==> config.mk <==
export PLATFORM = sky130hd
export DESIGN_NAME = key_debounce_multi
export DESIGN_NICKNAME = d
export VERILOG_FILES = /design/src/rtl/key_debounce_multi.sv
export SDC_FILE = /design/constraint.sdc
export NUM_CORES = 1
export LEC_CHECK = 0
export CORE_ASPECT_RATIO = 0.6
export CORE_MARGIN = 5
export CORE_UTILIZATION = 35
export CTS_CLUSTER_DIAMETER = 80
export DETAILED_ROUTE_END_ITERATION = 6
export DONT_BUFFER_PORTS = 1
export HOLD_SLACK_MARGIN = 0.15
export PLACE_DENSITY_LB_ADDON = 0.08
export REMOVE_ABC_BUFFERS = 1
export SETUP_SLACK_MARGIN = 0.3
export SYNTH_ARGS = -nofsm -noshare
export SYNTH_HDL_FRONTEND = slang
export SYNTH_SLANG_ARGS = --single-unit
==> constraint.sdc <==
create_clock -name clk -period 2.1 [get_ports clk]
set_input_delay 0 -clock clk [delete_from_list [all_inputs] [get_ports clk]]
set_output_delay 0 -clock clk [all_outputs]
set_load 0.02 [all_outputs]
==> src/rtl/key_debounce_multi.sv <==
// N-channel push-button conditioner: per-key 2-flop synchroniser, debounce FSM,
// press/release/long-press pulses and a press-toggled LED.
`timescale 1ns/1ps

module key_debounce_multi #(
   parameter int N_KEYS       = 4,
   parameter int DEBOUNCE_CYC = 1_000_000,
   parameter int LONG_CYC     = 50_000_000,
   parameter bit ACTIVE_LOW   = 1'b1
) (
   input  logic              clk,
   input  logic              rst_n,
   input  logic [N_KEYS-1:0] key_in,
   output logic [N_KEYS-1:0] key_state,
   output logic [N_KEYS-1:0] key_press,
   output logic [N_KEYS-1:0] key_release,
   output logic [N_KEYS-1:0] key_long,
   output logic [N_KEYS-1:0] led
);

   localparam int DW = (DEBOUNCE_CYC > 2) ? $clog2(DEBOUNCE_CYC) : 1;
   localparam int HW = $clog2(LONG_CYC + 1);

   // The debounce counter starts at 0 on the first qualifying sample, so the
   // final qualifying sample is the one seen while it holds DEBOUNCE_CYC-2.
   localparam logic [DW-1:0] DB_LAST  = DW'(DEBOUNCE_CYC - 2);
   localparam logic [HW-1:0] HOLD_MAX = HW'(LONG_CYC);
   localparam logic [HW-1:0] HOLD_PRE = HW'(LONG_CYC - 1);
   localparam logic [N_KEYS-1:0] RELEASED_LEVEL = ACTIVE_LOW ? '1 : '0;

   typedef enum logic [1:0] {
      IDLE,
      PRESS_F,
      DOWN,
      REL_F
   } state_t;

   logic [N_KEYS-1:0] sync_1;
   logic [N_KEYS-1:0] sync_2;
   logic [N_KEYS-1:0] pressed;

   state_t            state    [N_KEYS];
   logic   [DW-1:0]   db_cnt   [N_KEYS];
   logic   [HW-1:0]   hold_cnt [N_KEYS];

   always_ff @(posedge clk or negedge rst_n) begin
      if (!rst_n) begin
         sync_1 <= RELEASED_LEVEL;
         sync_2 <= RELEASED_LEVEL;
      end else begin
         sync_1 <= key_in;
         sync_2 <= sync_1;
      end
   end

   assign pressed = ACTIVE_LOW ? ~sync_2 : sync_2;

   // Hold count survives a release bounce, so a key that chatters while held
   // keeps its place toward key_long and cannot earn a second long pulse.
   always_ff @(posedge clk or negedge rst_n) begin
      if (!rst_n) begin
         for (int i = 0; i < N_KEYS; i++) begin
            state[i]    <= IDLE;
            db_cnt[i]   <= '0;
            hold_cnt[i] <= '0;
         end
         key_state   <= '0;
         key_press   <= '0;
         key_release <= '0;
         key_long    <= '0;
         led         <= '0;
      end else begin
         key_press   <= '0;
         key_release <= '0;
         key_long    <= '0;
         for (int i = 0; i < N_KEYS; i++) begin
            case (state[i])
               IDLE: begin
                  if (pressed[i]) begin
                     state[i]  <= PRESS_F;
                     db_cnt[i] <= '0;
                  end
               end
               PRESS_F: begin
                  if (!pressed[i]) begin
                     state[i] <= IDLE;
                  end else if (db_cnt[i] == DB_LAST) begin
                     state[i]     <= DOWN;
                     db_cnt[i]    <= '0;
                     hold_cnt[i]  <= '0;
                     key_state[i] <= 1'b1;
                     key_press[i] <= 1'b1;
                     led[i]       <= ~led[i];
                  end else begin
                     db_cnt[i] <= db_cnt[i] + DW'(1);
                  end
               end
               DOWN: begin
                  if (pressed[i]) begin
                     if (hold_cnt[i] != HOLD_MAX) begin
                        hold_cnt[i] <= hold_cnt[i] + HW'(1);
                     end
                     if (hold_cnt[i] == HOLD_PRE) begin
                        key_long[i] <= 1'b1;
                     end
                  end else begin
                     state[i]  <= REL_F;
                     db_cnt[i] <= '0;
                  end
               end
               REL_F: begin
                  if (pressed[i]) begin
                     state[i] <= DOWN;
                  end else if (db_cnt[i] == DB_LAST) begin
                     state[i]       <= IDLE;
                     db_cnt[i]      <= '0;
                     key_state[i]   <= 1'b0;
                     key_release[i] <= 1'b1;
                  end else begin
                     db_cnt[i] <= db_cnt[i] + DW'(1);
                  end
               end
               default: state[i] <= IDLE;
            endcase
         end
      end
   end

endmodule

Yosys cells after proc, flatten, opt, wreduce, memory -nomap -nowiden --
Index checks and enable logic that the tools add are counted.
Word-level totals: flip-flop bits (word level) 220, latch bits 0, memory bits (writable) 0, ROM bits 0, output and inout port bits 20, word-level logic and storage cells 258, memories 0
Cells by class: add/sub/neg operators 8, $mul 0, divide/modulo/power cells 0, order comparisons 0, equality and inequality tests 64, shift operators 0, mux-type cells 124, bitwise operators 5, reduce and logical (&&, ||, !) cells 32
Operator list (number):
- $mux W26 | 16
- $mux W20 | 20
- $pmux W20 S4 | 4
- $pmux W26 S2 | 4
- $add A26 B1 Y26 const B | 4
- $eq A26 B26 Y1 const B | 4
- $ne A26 B26 Y1 const B | 4
- $add A20 B1 Y20 const B | 4
- $eq A20 B20 Y1 const B | 4
- $ne A2 B2 Y1 const B | 32
- $mux W1 | 48
- $mux W2 | 24
- $reduce_and A5 Y1 | 8
- $pmux W2 S4 | 4
- $reduce_and A4 Y1 | 8
- $ne A3 B3 Y1 const B | 8
- $eq A2 B2 Y1 const B | 8
- $reduce_bool A2 Y1 | 8
- $reduce_and A3 Y1 | 4
- $eq A2 B1 Y1 const B | 4
- $logic_not A2 Y1 | 4
- $pmux W1 S2 | 4
- $not A1 Y1 | 4
- $not A4 Y4 | 1

Longest topological paths before layout --
Gate-level depths: netlist (run 1).
depth after elaboration 4, depth in mapped cells 9, depth with buffers taken out 7

Least setup slack after synthesis (run 1) --
OpenSTA, ideal clock, no wires.
path type register to register, from register db_cnt[52] in the netlist's numbering, to register hold_cnt[67] in the netlist's numbering, data arrival time 2.162 ns, data required time 1.974 ns, slack -0.188 ns, stages on the path, launching flop included 8, path buffers 2, cell sequence dfrtp_1 buf_6 or4b_4 nor4_4 nand4_4 and2_1 buf_6 a221o_1
Between the ends: cells in the longest elaborated chain, start to end 3
RTL lines:
- start, declared | line 43 | logic [DW-1:0] db_cnt [N_KEYS];
- start signal, assigned by index | line 95 | db_cnt[i] <= db_cnt[i] + DW'(1);
- start signal, assigned by index | line 120 | db_cnt[i] <= db_cnt[i] + DW'(1);
- $eq A20 B20 Y1 | line 87 | end else if (db_cnt[i] == DB_LAST) begin
- $ne A2 B2 Y1 (no source line)
- $reduce_and A5 Y1 (no source line)
- end signal, assigned by index | line 101 | hold_cnt[i] <= hold_cnt[i] + HW'(1);
- end, declared | line 44 | logic [HW-1:0] hold_cnt [N_KEYS];
No other way between the ends. A chain may end at the register's enable or synchronous reset.

Final worst setup path (run 1) --
from register db_cnt[70] in the netlist's numbering, to register hold_cnt[101] in the netlist's numbering
Same word-level chain as after synthesis.

==> impl_results.md, run 1 <==
- Measured slew at the worst slew-check pin: 0.5477 ns
- Leakage: 8.029 nW
- Die H: 154.5 um
- CTS tree: done
- Syn_area_per_cell: 9.128 um^2
- Clk_lat worst skew: 0.54 ns
- Number of global-route vias before repair: 11120
- Most frequent cells in the layout: buf_4 (292), dfrtp_1 (195), nand2_1 (107)
- Critical path's top delay family: simple AND/OR/NAND/NOR gates
- Cell Rows: 52
- Core footprint: 34030 um^2
- Nets@finish: 1728
- Syn-to-layout area delta: 54.69%
- Initial antenna violation count: 0
- Peak VDD IR: 0.4960 mV
- CTS sink cnt: 220
- Drt first pass iters: 5
- Initial Util: 35.78%
- Routability cong.: 0.8168
- Tcrit/Tclk final: 104.1%
- Tot Pwr: 9.659 mW
- Setup crit end kind: flop
- Layout Utilization: 55.35%
- R2R Setup Slk: -0.09 ns
- Register area share after synthesis: 45.29%
- Slowest cell on crit path: or4b_4
- DRT antenna net count: 0
- Asr flop ratio synth: 100.0%
- Layout cell share with drive strength beyond 1: 43.41%
- Post-synth top flop: dfrtp_1
- Die area: 38740 um^2
- Area of the multi-input gates: 8084 um^2
- Max Cap Viol: 0
- Clock Root Buffer: clkbuf_16
- Cells after synthesis: 1334
- Hold Crit Class: input port to asynchronous set/reset pin
- Power density over the cells: 512.8 nW/um^2
- # setup viols final: 44
- Outcome: complete, but fails checks
- Hpwl dp: 24370 um
- N_diodes: 0
- Critical Path AT: 2.60 ns
- Via-to-Cell Ratio: 5.522
- Filler instances: 2989
- Fmax: 457.6 MHz
- DRC violations left: 0
- Final Skew: 0.01789 ns
- Hold Violations, Final: 220
- Critical path cell sequence: nor4b_2 > and4_4 > or4b_4 > and2_4 > a221o_1
- DRT iter0 DRCs: 914
- Min cycle time layout: 2.185 ns
- Post-synth EDFFs: 0
- Num CTS Buffers: 25
- CP Data Required Time: 2.51 ns
- WL final: 39480 um
- Crit-path max FO: 7
- All-layer global routing usage: 19.02%
- Hold slack: -0.8297 ns
- Yosys Warn Count: 0
- I/O Pins: 26
- Vias: 12050
- Buf/Inv on CP: 0
- Fin. max-slew vios: 0
- Avg WL per Cell: 18.10 um
- Die width: 250.8 um
- Crit start category: flop
- CP peak stage delay: 0.53 ns
- Rel. slew slack: 63.35%
- Clock buffer depth: 3
- First-pass GRT wire length: 61850 um
- Clock-pin slew on the worst setup and hold paths: 0.07 ns
- Port bufs: 0
- Setup Crit Path Kind: flop to flop
- Most common cell after layout, fill and taps aside: buf_4
- CTS Hold Buffers Added: 8
- Failing checks: negative hold slack, negative setup slack
- H-tree depth: 1
- Largest net degree at the start of global routing: 221
- GRT overflow: 0
- Yosys cell types: 76
- PnR worst setup slack: -0.08524 ns
- RSZ-0062 raised after global routing: true
- Synthesized flop and latch total: 220
- Synthesized area: 12180 um^2
- Sequential Area: 5537 um^2
==> area by class of cell <==
cell class                 instances  area share, %
sequential                       220          29.39
clock inverter                    10         0.9698
timing repair buffer             397          18.85
clock buffer                      34          3.820
inverter                          48          1.003
multi-input combinational       1014          42.92
tap                              459          3.049
==> metal layers <==
metal	GRT usage (%)	up-vias	wire, um
met1	32.74	6062	21590
met5	0	-	0
met4	3.012	0	614
met3	3.038	42	1501
li1	-	5748	-
met2	24.51	198	15770
==> power by group <==
part / internal, mW / switching [mW] / total [mW]
Clock: 3.00 / 1.89 / 4.89
Sequential: 4.28 / 0.0325 / 4.32
Combinational: 0.215 / 0.238 / 0.453
==> stage by stage <==
stage | hold slack, ns | setup WS (ns) | cells | TNS (ns) | instance area [um^2]
CTS | -0.8661 | -0.08979 | 2132 | -0.7339 | 17260
finish | -0.8297 | -0.08524 | 2182 | -1.398 | 18840
global placement | -0.2887 | -0.4309 | 2008 | -11.09 | 14630
global route | -0.8612 | -0.1564 | 2182 | -4.928 | 18840
floorplan | -0.2956 | -0.3431 | 1279 | -13.57 | 11930
detailed placement | -0.2881 | -0.5647 | 2008 | -13.16 | 14630
==> kinds of logic (layout without fill, tap and decap cells) <==
family                     Yosys count  after routing  synth area share [%]
muxes                               18             18                 1.521
AOI/OAI and AO/OA                  308            310                 17.15
and+or+nand+nor                    626            627                 27.79
buffers and inverters              103            489                 3.504
adders and majority gates           16             16                 1.644
DFF                                220            220                 45.29
xor gates and xnor gates            43             43                 3.093
==> cells in the mapped netlist, drive strengths merged, types with 8 or more instances <==
master / count / area share, %
nor3: 50 / 2.1
buf: 15 / 0.79
and4: 18 / 1.3
or3: 13 / 0.67
mux2i: 14 / 1.2
and2: 10 / 0.53
a22o: 15 / 1.1
nand4: 61 / 3.3
ha: 16 / 1.6
clkbuf: 40 / 1.2
a41oi: 11 / 0.79
dfstp: 8 / 1.7
nand3: 94 / 3.9
inv: 48 / 1.5
xnor2: 18 / 1.3
o21a: 18 / 1.1
a21boi: 8 / 0.49
or4: 14 / 0.86
nor4b: 8 / 0.68
nor4: 34 / 2.0
or2: 8 / 0.41
nand2: 120 / 3.7
a21oi: 76 / 3.2
a221o: 8 / 0.66
a211o: 18 / 1.3
nand2b: 10 / 0.51
a31oi: 35 / 1.8
nor2: 111 / 3.4
o21ai: 48 / 2.0
xor2: 25 / 1.8
dfrtp: 212 / 44
and3: 41 / 2.1
a21o: 18 / 1.1
==> path summary, 6_finish.rpt <==
| kind | start | endpoint | depth (start not counted) |
|---|---|---|---|
| worst max-delay path | db_cnt[70] | hold_cnt[101] | 5 |
| worst min-delay path | rst_n | hold_cnt[90] | 0 |
| worst max register to register | db_cnt[70] | hold_cnt[101] | 5 |
| worst min register to register | sync_1[3] | sync_2[3] | 0 |
| max in group asynchronous | rst_n | sync_1[2] | 0 |
| min in group clk | sync_1[3] | sync_2[3] | 0 |
==> flip-flops by register name (all words and copies together), names as in the netlist, named ones only <==
register and cells:
led 4, key_release 4, sync_1 4, hold_cnt 104
key_press 4, sync_2 4, key_long 4, db_cnt 80
state 4, key_state 4
==> timing repair <==
item,in CTS,in global routing
pin swaps,126,102
endpoints found under the hold margin,224,220
setup endpoints to repair,168,201
gates cloned,10,2
buffers inserted,62,48
gates resized for setup,230,267
==> worst register-to-register path, cell delays in order (launching register included) <==
cell and delay [ns]:
dfrtp_1 0.40, nor4b_2 0.33, and4_4 0.29, or4b_4 0.53
and2_4 0.20, a221o_1 0.31
No activity file was read; power rests on OpenSTA's default activity.
==> run 2: changes to the inputs <==
Settings changed: CORE_ASPECT_RATIO 0.6 to 2.
Clock period 2.1 ns to 1.93 ns, I/O delays scaled along.
==> run 2 against run 1 <==
The flow still finishes with violations (negative hold slack, negative setup slack). Worst hold slack better by 0.00082 ns. Via count up 3.6%. Clock skew down 0.00054 ns. Non-clock buffer count up 111. Clock power about the same. Critical endpoint is now hold_cnt[24]. Sequential power up 8.8%. Cell area up 3.1%. Register-to-register slack worse by 0.23 ns. Critical path type unchanged. Combinational power up 19%. Sequential share of layout area down 1.0 points. First-iteration DRC count down 41%. Critical path depth up 2.
==> impl_results.md, run 2 (same netlist as run 1, synthesis figures left out) <==
- WL final: 41590 um (was 39480 um)
- Measured slew at the worst slew-check pin: 0.5120 ns (was 0.5477 ns)
- CTS Hold Buffers Added: 8 (unchanged)
- Clk_lat worst skew: 0.53 ns (was 0.54 ns)
- DRC violations left: 0 (unchanged)
- Num CTS Buffers: 24 (was 25)
- Crit start category: flop (unchanged)
- Biggest registers after layout: hold_cnt: 104 flops, db_cnt: 80 flops (unchanged)
- Filler instances: 3114 (was 2989)
- Die width: 141.9 um (was 250.8 um)
- CP Data Required Time: 2.33 ns (was 2.51 ns)
- Cell Rows: 96 (was 52)
- Rel. slew slack: 65.60% (was 63.35%)
- Max Cap Viol: 0 (unchanged)
- RSZ-0062 raised after global routing: true (unchanged)
- Min cycle time layout: 2.243 ns (was 2.185 ns)
- Fmax: 445.9 MHz (was 457.6 MHz)
- Hold Crit Class: input port to asynchronous set/reset pin (unchanged)
- Setup crit end kind: flop (unchanged)
- Avg WL per Cell: 18.29 um (was 18.10 um)
- Vias: 12490 (was 12050)
- R2R Setup Slk: -0.31 ns (was -0.09 ns)
- Biggest register: hold_cnt (unchanged)
- Initial Util: 35.45% (was 35.78%)
- Clock-pin slew on the worst setup and hold paths: 0.07 ns (about the same)
- Hold slack: -0.8289 ns (was -0.8297 ns)
- Power density over the cells: 519.5 nW/um^2 (was 512.8 nW/um^2)
- H-tree depth: 1 (unchanged)
- Setup Crit Path Kind: flop to flop (unchanged)
- Via-to-Cell Ratio: 5.490 (was 5.522)
- Placed cells: 2092 (was 2008)
- Peak VDD IR: 0.7262 mV (was 0.4960 mV)
- Layout cell share with drive strength beyond 1: 45.34% (was 43.41%)
- # setup viols final: 134 (was 44)
- All-layer global routing usage: 21.00% (was 19.02%)
- Core footprint: 34350 um^2 (was 34030 um^2)
- Outcome: complete, but fails checks (unchanged)
- Nets@finish: 1838 (was 1728)
- Hold Violations, Final: 220 (unchanged)
- Final Skew: 0.01734 ns (was 0.01789 ns)
- Clock Root Buffer: clkbuf_16 (unchanged)
- Fin. max-slew vios: 0 (unchanged)
- I/O Pins: 26 (unchanged)
- Setup TNS Final: -17.02 ns (was -1.398 ns)
- GRT overflow: 0 (unchanged)
- Die H: 273.8 um (was 154.5 um)
- Worst r2r dst: hold_cnt[24] (was hold_cnt[101])
- CTS tree: done (unchanged)
- Layout Utilization: 56.55% (was 55.35%)
- Fin cells: 2274 (was 2182)
- Number of global-route vias before repair: 13260 (was 11120)
- Drt first pass iters: 4 (was 5)
- Critical Path AT: 2.65 ns (was 2.60 ns)
- Cell count of the worst reg-to-reg path: 7 (was 5)
- Most frequent cells in the layout: buf_4 (386), dfrtp_1 (212), nand2_1 (104) (was buf_4 (292), dfrtp_1 (195), nand2_1 (107))
- Initial antenna violation count: 0 (unchanged)
- Routability cong.: 0.8563 (was 0.8168)
- Crit-path max FO: 12 (was 7)
- Max reg flops: 104 (unchanged)
- Most common cell after layout, fill and taps aside: buf_4 (unchanged)
- Largest net degree at the start of global routing: 221 (unchanged)
- Leakage: 8.679 nW (was 8.029 nW)
- Failing checks: negative hold slack, negative setup slack (unchanged)
- DRT antenna net count: 0 (unchanged)
- Syn-to-layout area delta: 59.53% (was 54.69%)
- Clock buffer depth: 3 (unchanged)
- Tcrit/Tclk final: 116.2% (was 104.1%)
- Hpwl dp: 27410 um (was 24370 um)
- Die area: 38850 um^2 (was 38740 um^2)
- N_diodes: 0 (unchanged)
- CTS sink cnt: 220 (unchanged)
- First-pass GRT wire length: 66380 um (was 61850 um)
- Reg2reg start: db_cnt[12] (was db_cnt[70])
- DRT iter0 DRCs: 536 (was 914)
- Pre-CTS setup slack: -0.6382 ns (was -0.5647 ns)
- Port bufs: 0 (unchanged)
- PnR worst setup slack: -0.3127 ns (was -0.08524 ns)
## run 2: per-layer routing
| metal | global-route usage, % | vias up | share of wire (%) |
|---|---|---|---|
| met3 | 2.325 | 122 | 2.6 |
| met5 | 0 | - | 0 |
| met4 | 11.27 | 0 | 5.6 |
| li1 | - | 5960 | - |
| met1 | 20.02 | 6171 | 34 |
| met2 | 42.26 | 232 | 58 |
## run 2: stage by stage
step / total power [mW] / instance area (um^2)
after floorplan: 4.936 / 11930
after global placement: 5.117 / 15370
after detailed placement: 5.121 / 15370
after CTS: 10.22 / 18500
after global routing: 10.49 / 19420
final: 10.09 / 19420
## run 2: cell type report
cell class | count | area [um^2] | area share, %
multi-input cells | 1014 | 7931 | 40.83
flip-flops and latches | 220 | 5515 | 28.39
repair buffers | 508 | 4414 | 22.72
clock buffers | 36 | 737.0 | 3.794
well taps | 441 | 551.8 | 2.841
inverters | 48 | 187.7 | 0.9662
clock inverters | 7 | 87.58 | 0.4509
## run 2: what timing repair did
action,in CTS,in global routing
gates resized for setup,344,133
pin swaps,180,88
endpoints found under the setup margin,203,209
endpoints found under the hold margin,224,220
buffers inserted,81,39
gates cloned,11,0
## run 2: where the power goes
part / total [mW] / leakage (nW) / switching, mW / internal [mW]
logic: 0.539 / 5.24 / 0.267 / 0.272
clock network: 4.86 / 0.407 / 1.96 / 2.90
registers: 4.70 / 3.03 / 0.0339 / 4.66
## run 2: critical path, stage by stage, from the launching register on
cell and delay, ns:
dfrtp_1 0.37, or4b_4 0.56, nor3_4 0.17, nand3_2 0.11
buf_6 0.13, a211o_1 0.28, buf_12 0.16, a221o_1 0.34
## run 2: worst max path at each step
stage                       from           end  slack (ns)  cells past startpoint
finish                db_cnt[12]  hold_cnt[24]       -0.31                      7
global placement      db_cnt[12]   hold_cnt[9]       -0.58                      5
detailed placement    db_cnt[12]   hold_cnt[8]       -0.64                      5
floorplan           hold_cnt[18]  hold_cnt[13]       -0.51                      5
global route          db_cnt[12]  hold_cnt[19]       -0.38                      7
CTS                   db_cnt[12]  hold_cnt[19]       -0.31                      7
==> run 3: changes to the inputs <==
Settings changed: CORE_MARGIN 5 to unset.
==> run 3 against run 2 <==
The flow still finishes with violations (negative hold slack, negative setup slack). Wire length shrank 0.63%. Die area decreased by 8.4%. Combinational power down 3%. Via count shrank 1.2%. Worst setup slack worse by 0.046 ns. Cell area is 0.29% higher. Global-route usage is 2.3 points higher. Clock power grew 13%. Largest power group unchanged.
==> impl_results.md, run 3 (same netlist as run 1, synthesis figures left out) <==
- Placed cells: 2074 (was 2092)
- Hpwl dp: 27540 um (was 27410 um)
- Reg2reg start: hold_cnt[18] (was db_cnt[12])
- Critical path's top delay family: buffers and inverters (was simple AND/OR/NAND/NOR gates)
- H-tree depth: 1 (unchanged)
- Nets@finish: 1806 (was 1838)
- Buf/Inv on CP: 4 (was 2)
- Number of global-route vias before repair: 12820 (was 13260)
- Num CTS Buffers: 24 (unchanged)
- Routability cong.: 0.8532 (was 0.8563)
- CTS Hold Buffers Added: 8 (unchanged)
- Fin. max-slew vios: 0 (unchanged)
- Core footprint: 34230 um^2 (was 34350 um^2)
- Uppermost layer routed: met4 (unchanged)
- Worst r2r dst: hold_cnt[15] (was hold_cnt[24])
- Via-to-Cell Ratio: 5.498 (was 5.490)
- DRC violations left: 0 (unchanged)
- Most frequent cells in the layout: buf_4 (348), dfrtp_1 (210), nand2_1 (108) (was buf_4 (386), dfrtp_1 (212), nand2_1 (104))
- Leakage: 8.593 nW (was 8.679 nW)
- Placed Instance Area: 15180 um^2 (was 15370 um^2)
- Biggest register: hold_cnt (unchanged)
- WL final: 41330 um (was 41590 um)
- M1 WL: 13810 um (was 14100 um)
- Hold Violations, Final: 220 (unchanged)
- Tcrit/Tclk final: 118.6% (was 116.2%)
- Cell Rows: 96 (unchanged)
- Hold Crit Class: input port to asynchronous set/reset pin (unchanged)
- Crit start category: flop (unchanged)
- Met3 Wirelength: 1183 um (was 1072 um)
- Avg WL per Cell: 18.43 um (was 18.29 um)
- Drt first pass iters: 6 (was 4)
- Clock-pin slew on the worst setup and hold paths: 0.07 ns (about the same)
- Sequential share of power: 43.8% (was 46.5%)
- Crit path top cell by count: buf_4
- Fin cells: 2243 (was 2274)
- Largest net degree at the start of global routing: 221 (unchanged)
- Layout cell share with drive strength beyond 1: 46.17% (was 45.34%)
- Filler instances: 3087 (was 3114)
- Die H: 265.8 um (was 273.8 um)
- Max Cap Viol: 0 (unchanged)
- Max reg flops: 104 (unchanged)
- Pre-CTS setup slack: -0.5969 ns (was -0.6382 ns)
- Final Skew: 0.01184 ns (was 0.01734 ns)
- GRT overflow: 0 (unchanged)
- I/O Pins: 26 (unchanged)
- Initial Util: 35.57% (was 35.45%)
- Critical path startpoint: hold_cnt[18] (was db_cnt[12])
- R2R Setup Slk: -0.36 ns (was -0.31 ns)
- Design Area, Final: 19480 um^2 (was 19420 um^2)
- Peak VDD IR: 0.6244 mV (was 0.7262 mV)
- Die area: 35590 um^2 (was 38850 um^2)
- Rel. slew slack: 69.51% (was 65.60%)
- Failing checks: negative hold slack, negative setup slack (unchanged)
- NetSw: 2.338 mW (was 2.261 mW)
- Syn-to-layout area delta: 59.99% (was 59.53%)
- Fmax: 437.0 MHz (was 445.9 MHz)
- Critical path cell sequence: nor4_4 > buf_4 > nand4_1 > buf_4 > o41ai_4 > buf_4 > buf_6 > nor3_2 > a211o_1 (was or4b_4 > nor3_4 > nand3_2 > buf_6 > a211o_1 > buf_12 > a221o_1)
- CTS tree: done (unchanged)
- Hold slack: -0.8518 ns (was -0.8289 ns)
- PnR worst setup slack: -0.3584 ns (was -0.3127 ns)
- Min cycle time layout: 2.288 ns (was 2.243 ns)
- Cell count of the worst reg-to-reg path: 9 (was 7)
- Die width: 133.9 um (was 141.9 um)
- N_diodes: 0 (unchanged)
- Most common cell after layout, fill and taps aside: buf_4 (unchanged)
- Initial antenna violation count: 0 (unchanged)
- Critical Path AT: 2.71 ns (was 2.65 ns)
- Clk_lat worst skew: 0.54 ns (was 0.53 ns)
- Setup TNS Final: -16.18 ns (was -17.02 ns)
- Power density over the cells: 550.0 nW/um^2 (was 519.5 nW/um^2)
- Biggest registers after layout: hold_cnt: 104 flops, db_cnt: 80 flops (unchanged)
- First-pass GRT wire length: 66080 um (was 66380 um)
- DRT antenna net count: 0 (unchanged)
- Clk pwr share: 51.3% (was 48.1%)
- Clock Root Buffer: clkbuf_16 (unchanged)
- # setup viols final: 154 (was 134)
- Slowest cell on crit path: dfrtp_1 (was or4b_4)
- CP peak stage delay: 0.41 ns (was 0.56 ns)
- DRT iter0 DRCs: 400 (was 536)
- CTS sink cnt: 220 (unchanged)
- Tot Pwr: 10.71 mW (was 10.09 mW)
- Pint: 8.376 mW (was 7.830 mW)
- Outcome: complete, but fails checks (unchanged)
- CP Data Required Time: 2.35 ns (was 2.33 ns)
- Switch share: 21.82% (was 22.41%)
- Crit-path max FO: 5 (was 12)
- RSZ-0062 raised after global routing: true (unchanged)
- DR WL met2: 24180 um (was 24100 um)
- Setup Crit Path Kind: flop to flop (unchanged)
- Comb pwr share: 4.9% (was 5.3%)
- Measured slew at the worst slew-check pin: 0.4525 ns (was 0.5120 ns)
- Clock buffer depth: 3 (unchanged)
- All-layer global routing usage: 23.30% (was 21.00%)
- Vias: 12330 (was 12490)
- Setup crit end kind: flop (unchanged)
- Port bufs: 0 (unchanged)
## run 3: what timing repair did
action                                  CTS  global route
resized for setup                       372           174
endpoints found under the setup margin  204           210
hold endpoints to repair                224           220
pin swaps                               173           104
gates cloned                              9             1
buffers inserted                         75            32
## run 3: power by group through the flow
| stage | logic, mW | clock network, mW | registers, mW |
|---|---|---|---|
| floorplan | 0.149 | 0 | 4.79 |
| global placement | 0.339 | 0 | 4.77 |
| detailed placement | 0.343 | 0 | 4.77 |
| CTS | 0.461 | 5.66 | 4.69 |
| global route | 0.560 | 5.82 | 4.69 |
| finish | 0.522 | 5.50 | 4.69 |
## run 3: worst max-delay path by stage
stage | depth (start not counted) | endpoint | slack [ns]
6_report | 9 | hold_cnt[15] | -0.36
5_1_grt | 10 | hold_cnt[15] | -0.43
4_1_cts | 9 | hold_cnt[18] | -0.33
3_5_place_dp | 5 | hold_cnt[1] | -0.60
3_3_place_gp | 5 | hold_cnt[23] | -0.53
2_1_floorplan | 5 | hold_cnt[13] | -0.51
## run 3: final cells by class
cell class	instances	area, um^2	share of cell area [%]
Clock buffer	31	688.2	3.532
Timing Repair Buffer	477	4168	21.39
Clock inverter	13	249.0	1.278
Inverter	48	190.2	0.9762
Multi-Input combinational cell	1013	8117	41.66
Tap cell	441	551.8	2.832
Sequential cell	220	5518	28.32
## run 3: metal layers
layer	GRT usage [%]	up-vias
li1	-	5889
met4	12.41	0
met5	0	-
met3	2.702	123
met1	21.88	6083
met2	47.37	238
## run 3: stage by stage
stage / hold WS (ns) / util (%)
4_1_cts: -0.8676 / 53.75
3_3_place_gp: -0.2884 / 44.36
5_1_grt: -0.8667 / 56.91
2_1_floorplan: -0.2956 / -
6_report: -0.8518 / 56.91
3_5_place_dp: -0.2879 / 44.36
